[config.mk]
export PLATFORM = sky130hd
export DESIGN_NAME = spi_shift_engine_flat
export DESIGN_NICKNAME = d
export VERILOG_FILES = /design/src/rtl/spi_shift_engine_if.sv /design/src/rtl/spi_shift_engine.sv /design/src/flat_wrapper.sv
export SDC_FILE = /design/constraint.sdc
export NUM_CORES = 1
export LEC_CHECK = 0
export CAP_MARGIN = 20
export CORE_MARGIN = 1.5
export CORE_UTILIZATION = 52
export CTS_BUF_LIST = sky130_fd_sc_hd__clkbuf_16
export CTS_CLUSTER_SIZE = 24
export DETAILED_ROUTE_END_ITERATION = 10
export PLACE_DENSITY = 0.76
export SLEW_MARGIN = 20
export SYNTH_ARGS = -nofsm -noshare
export SYNTH_HDL_FRONTEND = slang
export SYNTH_SLANG_ARGS = --single-unit
[constraint.sdc]
create_clock -name clk -period 1.65 [get_ports clk]
set_input_delay 0.33 -clock clk [delete_from_list [all_inputs] [get_ports clk]]
set_output_delay 0.33 -clock clk [all_outputs]
set_load 0.02 [all_outputs]
[src/rtl/spi_shift_engine_if.sv]
// rtl/spi_shift_engine_if.sv - register-side and strobe-side signal bundle for the SPI shift engine
interface spi_shift_engine_if #(
    parameter int WIDTH = 8
);
    logic             load;
    logic [WIDTH-1:0] data_in;
    logic             lsb_first;
    logic             cpha;
    logic             sample_en;
    logic             shift_en;
    logic             abort;
    logic             s_in;
    logic             s_out;
    logic             busy;
    logic             done;
    logic [WIDTH-1:0] rx_data;

    modport master (
        output load, data_in, lsb_first, cpha, sample_en, shift_en, abort, s_in,
        input  s_out, busy, done, rx_data
    );

    modport slave (
        input  load, data_in, lsb_first, cpha, sample_en, shift_en, abort, s_in,
        output s_out, busy, done, rx_data
    );
endinterface

[src/rtl/spi_shift_engine.sv]
// rtl/spi_shift_engine.sv - parametrised full-duplex SPI shift engine with selectable bit order and phase
module spi_shift_engine #(
    parameter  int WIDTH = 8,
    localparam int CNT_W = $clog2(WIDTH + 1)
) (
    input  logic               clk,
    input  logic               rst,
    spi_shift_engine_if.slave  bus
);

    typedef enum logic {
        S_IDLE   = 1'b0,
        S_ACTIVE = 1'b1
    } state_t;

    state_t            state_q;
    logic [WIDTH-1:0]  tx_q;
    logic [WIDTH-1:0]  rx_sh_q;
    logic [WIDTH-1:0]  rx_data_q;
    logic [CNT_W-1:0]  bit_cnt_q;
    logic              lsb_q;
    logic              skip_q;
    logic              busy_q;
    logic              done_q;

    logic [WIDTH-1:0]  tx_shift_d;
    logic [WIDTH-1:0]  rx_shift_d;
    logic              last_sample_d;

    always_comb begin
        tx_shift_d    = lsb_q ? {1'b0, tx_q[WIDTH-1:1]} : {tx_q[WIDTH-2:0], 1'b0};
        rx_shift_d    = lsb_q ? {bus.s_in, rx_sh_q[WIDTH-1:1]} : {rx_sh_q[WIDTH-2:0], bus.s_in};
        last_sample_d = bus.sample_en && (bit_cnt_q == CNT_W'(WIDTH - 1));
    end

    always_ff @(posedge clk) begin
        if (rst) begin
            state_q   <= S_IDLE;
            tx_q      <= '0;
            rx_sh_q   <= '0;
            rx_data_q <= '0;
            bit_cnt_q <= '0;
            lsb_q     <= 1'b0;
            skip_q    <= 1'b0;
            busy_q    <= 1'b0;
            done_q    <= 1'b0;
        end else begin
            done_q <= 1'b0;
            case (state_q)
                S_IDLE: begin
                    if (bus.load) begin
                        tx_q      <= bus.data_in;
                        rx_sh_q   <= '0;
                        bit_cnt_q <= '0;
                        lsb_q     <= bus.lsb_first;
                        // cpha=1 launches on the leading edge, which must not consume bit 0
                        skip_q    <= bus.cpha;
                        state_q   <= S_ACTIVE;
                        busy_q    <= 1'b1;
                    end
                end
                S_ACTIVE: begin
                    if (bus.abort) begin
                        state_q   <= S_IDLE;
                        busy_q    <= 1'b0;
                        bit_cnt_q <= '0;
                        skip_q    <= 1'b0;
                    end else begin
                        if (bus.shift_en) begin
                            if (skip_q) begin
                                skip_q <= 1'b0;
                            end else begin
                                tx_q <= tx_shift_d;
                            end
                        end
                        if (bus.sample_en) begin
                            rx_sh_q <= rx_shift_d;
                            if (last_sample_d) begin
                                rx_data_q <= rx_shift_d;
                                done_q    <= 1'b1;
                                state_q   <= S_IDLE;
                                busy_q    <= 1'b0;
                                bit_cnt_q <= '0;
                            end else begin
                                bit_cnt_q <= bit_cnt_q + CNT_W'(1);
                            end
                        end
                    end
                end
                default: begin
                    state_q <= S_IDLE;
                    busy_q  <= 1'b0;
                end
            endcase
        end
    end

    // busy_q gates the output so MOSI idles low regardless of leftover tx bits
    assign bus.s_out   = busy_q & (lsb_q ? tx_q[0] : tx_q[WIDTH-1]);
    assign bus.busy    = busy_q;
    assign bus.done    = done_q;
    assign bus.rx_data = rx_data_q;

endmodule

[src/flat_wrapper.sv]
// flat-port wrapper written by rule: the top's interface ports become plain ports
module spi_shift_engine_flat 
#(
    parameter  int WIDTH = 8,
    localparam int CNT_W = $clog2(WIDTH + 1)
)
  (clk, rst, bus_load, bus_data_in, bus_lsb_first, bus_cpha, bus_sample_en, bus_shift_en, bus_abort, bus_s_in, bus_s_out, bus_busy, bus_done, bus_rx_data);
  spi_shift_engine_if #(.WIDTH(WIDTH)) bus_i ();
  input  logic clk;
  input  logic rst;
  input wire logic [$bits(bus_i.load)-1:0] bus_load;
  input wire logic [$bits(bus_i.data_in)-1:0] bus_data_in;
  input wire logic [$bits(bus_i.lsb_first)-1:0] bus_lsb_first;
  input wire logic [$bits(bus_i.cpha)-1:0] bus_cpha;
  input wire logic [$bits(bus_i.sample_en)-1:0] bus_sample_en;
  input wire logic [$bits(bus_i.shift_en)-1:0] bus_shift_en;
  input wire logic [$bits(bus_i.abort)-1:0] bus_abort;
  input wire logic [$bits(bus_i.s_in)-1:0] bus_s_in;
  output wire logic [$bits(bus_i.s_out)-1:0] bus_s_out;
  output wire logic [$bits(bus_i.busy)-1:0] bus_busy;
  output wire logic [$bits(bus_i.done)-1:0] bus_done;
  output wire logic [$bits(bus_i.rx_data)-1:0] bus_rx_data;
  assign bus_i.load = bus_load;
  assign bus_i.data_in = bus_data_in;
  assign bus_i.lsb_first = bus_lsb_first;
  assign bus_i.cpha = bus_cpha;
  assign bus_i.sample_en = bus_sample_en;
  assign bus_i.shift_en = bus_shift_en;
  assign bus_i.abort = bus_abort;
  assign bus_i.s_in = bus_s_in;
  assign bus_s_out = bus_i.s_out;
  assign bus_busy = bus_i.busy;
  assign bus_done = bus_i.done;
  assign bus_rx_data = bus_i.rx_data;
  spi_shift_engine #(.WIDTH(WIDTH)) u_core (.clk(clk), .rst(rst), .bus(bus_i));
endmodule
==> run_results.csv <==
group,metric,value,unit
worst_setup_path,cp.required,1.32,ns
power_and_ir_drop,finalPower,1920,uW
detailed_routing,wl_per_cell,14.8,um
logic_synthesis,ys_seq_elements,33,
worst_setup_path,path_max_fanout,3,
logic_synthesis,synthCells,190,
power_and_ir_drop,total_leakage_power,0.000756,uW
detailed_routing,first_pass_iters,4,
worst_setup_path,cp-start-kind,"flop",
grt,grt_max_degree,19,
worst_setup_path,critPathCaptureType,"output pin",
clocking,cts-htree-levels,2,
layout,diodes,0,
timing,clock_skew,0.00470,ns
logic_synthesis,synth_top_area_share,0.401,
clocking,cts_tree,"built",
worst_setup_path,path_class,"flop to output pin",
floorplanning,die_w,59.3,um
timing,hold_slack,0.473,ns
timing,fin_crit_sh,0.959,
worst_setup_path,r2r-start,"u_core.lsb_q",
run_status,status,"completed",
worst_setup_path,cp.buffers_inverters,1,
clocking,cts.sinks,33,
logic_synthesis,netlist_area,1650,um2
place,hpwl,2780,um
logic_synthesis,avgSynthCellArea,8.67,um2
floorplanning,core_area,3030,um2
detailed_routing,routed-via-count,1572,
timing,fin_ws,0.0676,ns
timing,slew_viol_final,0,
worst_setup_path,cp_slowest_cell,"clkdlybuf4s50_1",
logic_synthesis,yosysMostFrequentCell,"dfxtp_1",
grt,grt_pass1_wl,6820,um
timing,tns,0,ns
layout,drive_gt1_frac,0.165,
worst_setup_path,crit_family,"buffers and inverters",
clocking,hold_buffers,0,
detailed_routing,drc,0,
layout,area_growth,30.2,%
logic_synthesis,yosysWarnings,0,
clocking,cts.reportedPaths.clkPinSlew,0.05,ns
worst_setup_path,crit_chain,"clkdlybuf4s50_1",
timing,setup_viol,0,
worst_setup_path,rrSetupSlack,0.29,ns
worst_setup_path,crit_arrival,1.25,ns
hold_path,min_from,"u_core.rx_sh_q[0]",
place,gp_congestion,0.832,
layout,final_util,0.708,
clocking,clock_latency,0.27,ns
hold_path,hp-class,"flop to flop",
place,pre_cts_slack,-0.151,ns
timing,layout_min_cycle_time,1.58,ns
detailed_routing,drt_wl_total,3970,um
grt,antenna_found_initial,0,
worst_setup_path,critPathLaunch,"u_core.bus.busy",
timing,tightest_slew,0.315,ns
timing,hold_viol,0,
detailed_routing,drt_iter0_drc,149,
logic_synthesis,ys_top_cells_by_count,"33 x dfxtp_1, 29 x a21oi_1, 21 x nor3_1",
grt,track_usage,0.252,
floorplanning,pin_count,28,
place,io_buffers,27,
clocking,cts_setup_buffers,0,
grt,first_global_vias,1525,
grt,grt-ovfl-total,0,
logic_synthesis,syn_nets,208,
worst_setup_path,cpPeakStageDelay,0.62,ns
layout,finalNetCount,242,
logic_synthesis,synth_area_leaders,"dfxtp_1 40%, a21oi_1 8.8%, nor3_1 6.4%",
floorplanning,die-area,3510,um2
logic_synthesis,synth_top_cell_by_area,"dfxtp_1",
logic_synthesis,async_reset_ff_frac,0,
clocking,cts_inserted_buffers,5,
power_and_ir_drop,power.density,896,nW/um2
clocking,root_buffer,"clkbuf_16",
power_and_ir_drop,vdd.ir_drop.worst,663,uV
logic_synthesis,yosysSeqAreaShare,0.401,
timing,slew_headroom,0.790,
logic_synthesis,synth_cell_types,35,
timing,rsz0062_at_grt,"false",
clocking,clock_path_buffers,2,
timing,fmax,632,MHz
detailed_routing,ant_nets,0,
detailed_routing,via_per_inst,5.87,
floorplanning,row_count,20,
logic_synthesis,synth-edff-count,0,
floorplanning,die_y,59.3,um
floorplanning,start_util,0.544,
logic_synthesis,synth_ff_type,"dfxtp_1",
run,max_cap_violations,0,
[through the flow]
step / cells / instance area (um2)
final: 268 / 2140
after global routing: 268 / 2140
after CTS: 268 / 2140
after detailed placement: 261 / 2010
after global placement: 261 / 2010
after floorplan: 190 / 1650
[final cells by class]
type	instances	area, um2
fill	247	883
timing repair buffer	45	404
tap	44	55.1
clock inverter	2	7.51
multi-input combinational	137	883
clock buffer	5	125
sequential	33	662
inverter	2	7.51
[state kept, by name, summed over array words and instances (netlist names)]
| name | flops |
|---|---|
| u_core.state_q | 1 |
| u_core.bus.rx_data | 8 |
| u_core.bus.busy | 1 |
| u_core.rx_sh_q | 8 |
| u_core.tx_q | 8 |
| u_core.skip_q | 1 |
| u_core.bit_cnt_q | 4 |
| u_core.bus.done | 1 |
| u_core.lsb_q | 1 |
[where the power goes]
group	internal [uW]	switching, uW
Combinational	123	114
Clock	537	297
Sequential	824	27.1
[path summary, 6_finish.rpt]
path / depth (start not counted) / to
setup / recovery: 1 / bus_busy
hold / removal: 2 / u_core.rx_sh_q[0]
setup reg to reg: 4 / u_core.bus.rx_data[7]
hold reg to reg: 2 / u_core.rx_sh_q[0]
[layout by cell type, fill, tap and decap left out, drive strengths merged, types with 2 or more instances in the layout]
cell / instances
nand2: 13
and3b: 2
nor2b: 3
mux2: 8
a21oi: 29
a221o: 6
nand3: 15
clkbuf: 5
nand2b: 2
mux2i: 7
clkdlybuf4s50: 26
buf: 18
dfxtp: 33
nor3: 21
o21ai: 5
nor2: 8
inv: 3
a221oi: 2
nor3b: 2
[metal layers]
| layer | vias up | GRT usage | routed length, um |
|---|---|---|---|
| li1 | 767 | - | - |
| met2 | 66 | 0.410 | 1940 |
| met5 | - | 0 | 0 |
| met3 | 10 | 0.0524 | 254 |
| met1 | 729 | 0.326 | 1720 |
| met4 | 0 | 0.101 | 55 |
[worst register-to-register path: stages, from the launching register on]
cell and delay (ns):
dfxtp_1 0.34, buf_4 0.27, mux2_2 0.39, nor3_1 0.18, nor3_1 0.07
[cell families (layout without fill, tap and decap cells)]
| kind of cell | count (synthesis) | count (layout) | share of synthesized area |
|---|---|---|---|
| AOI/OAI and AO/OA | 48 | 48 | 0.182 |
| buffers and inverters | 20 | 54 | 0.0631 |
| DFF | 33 | 33 | 0.401 |
| and+or+nand+nor | 73 | 73 | 0.248 |
| muxes | 15 | 15 | 0.0973 |
| adders and majority gates | 1 | 1 | 0.00760 |
[repair_timing]
item	4_1_cts	5_1_grt
setup endpoints to repair	1	2
resized for setup	1	2
pin swaps	0	0
No activity file was read; power rests on OpenSTA's default activity.
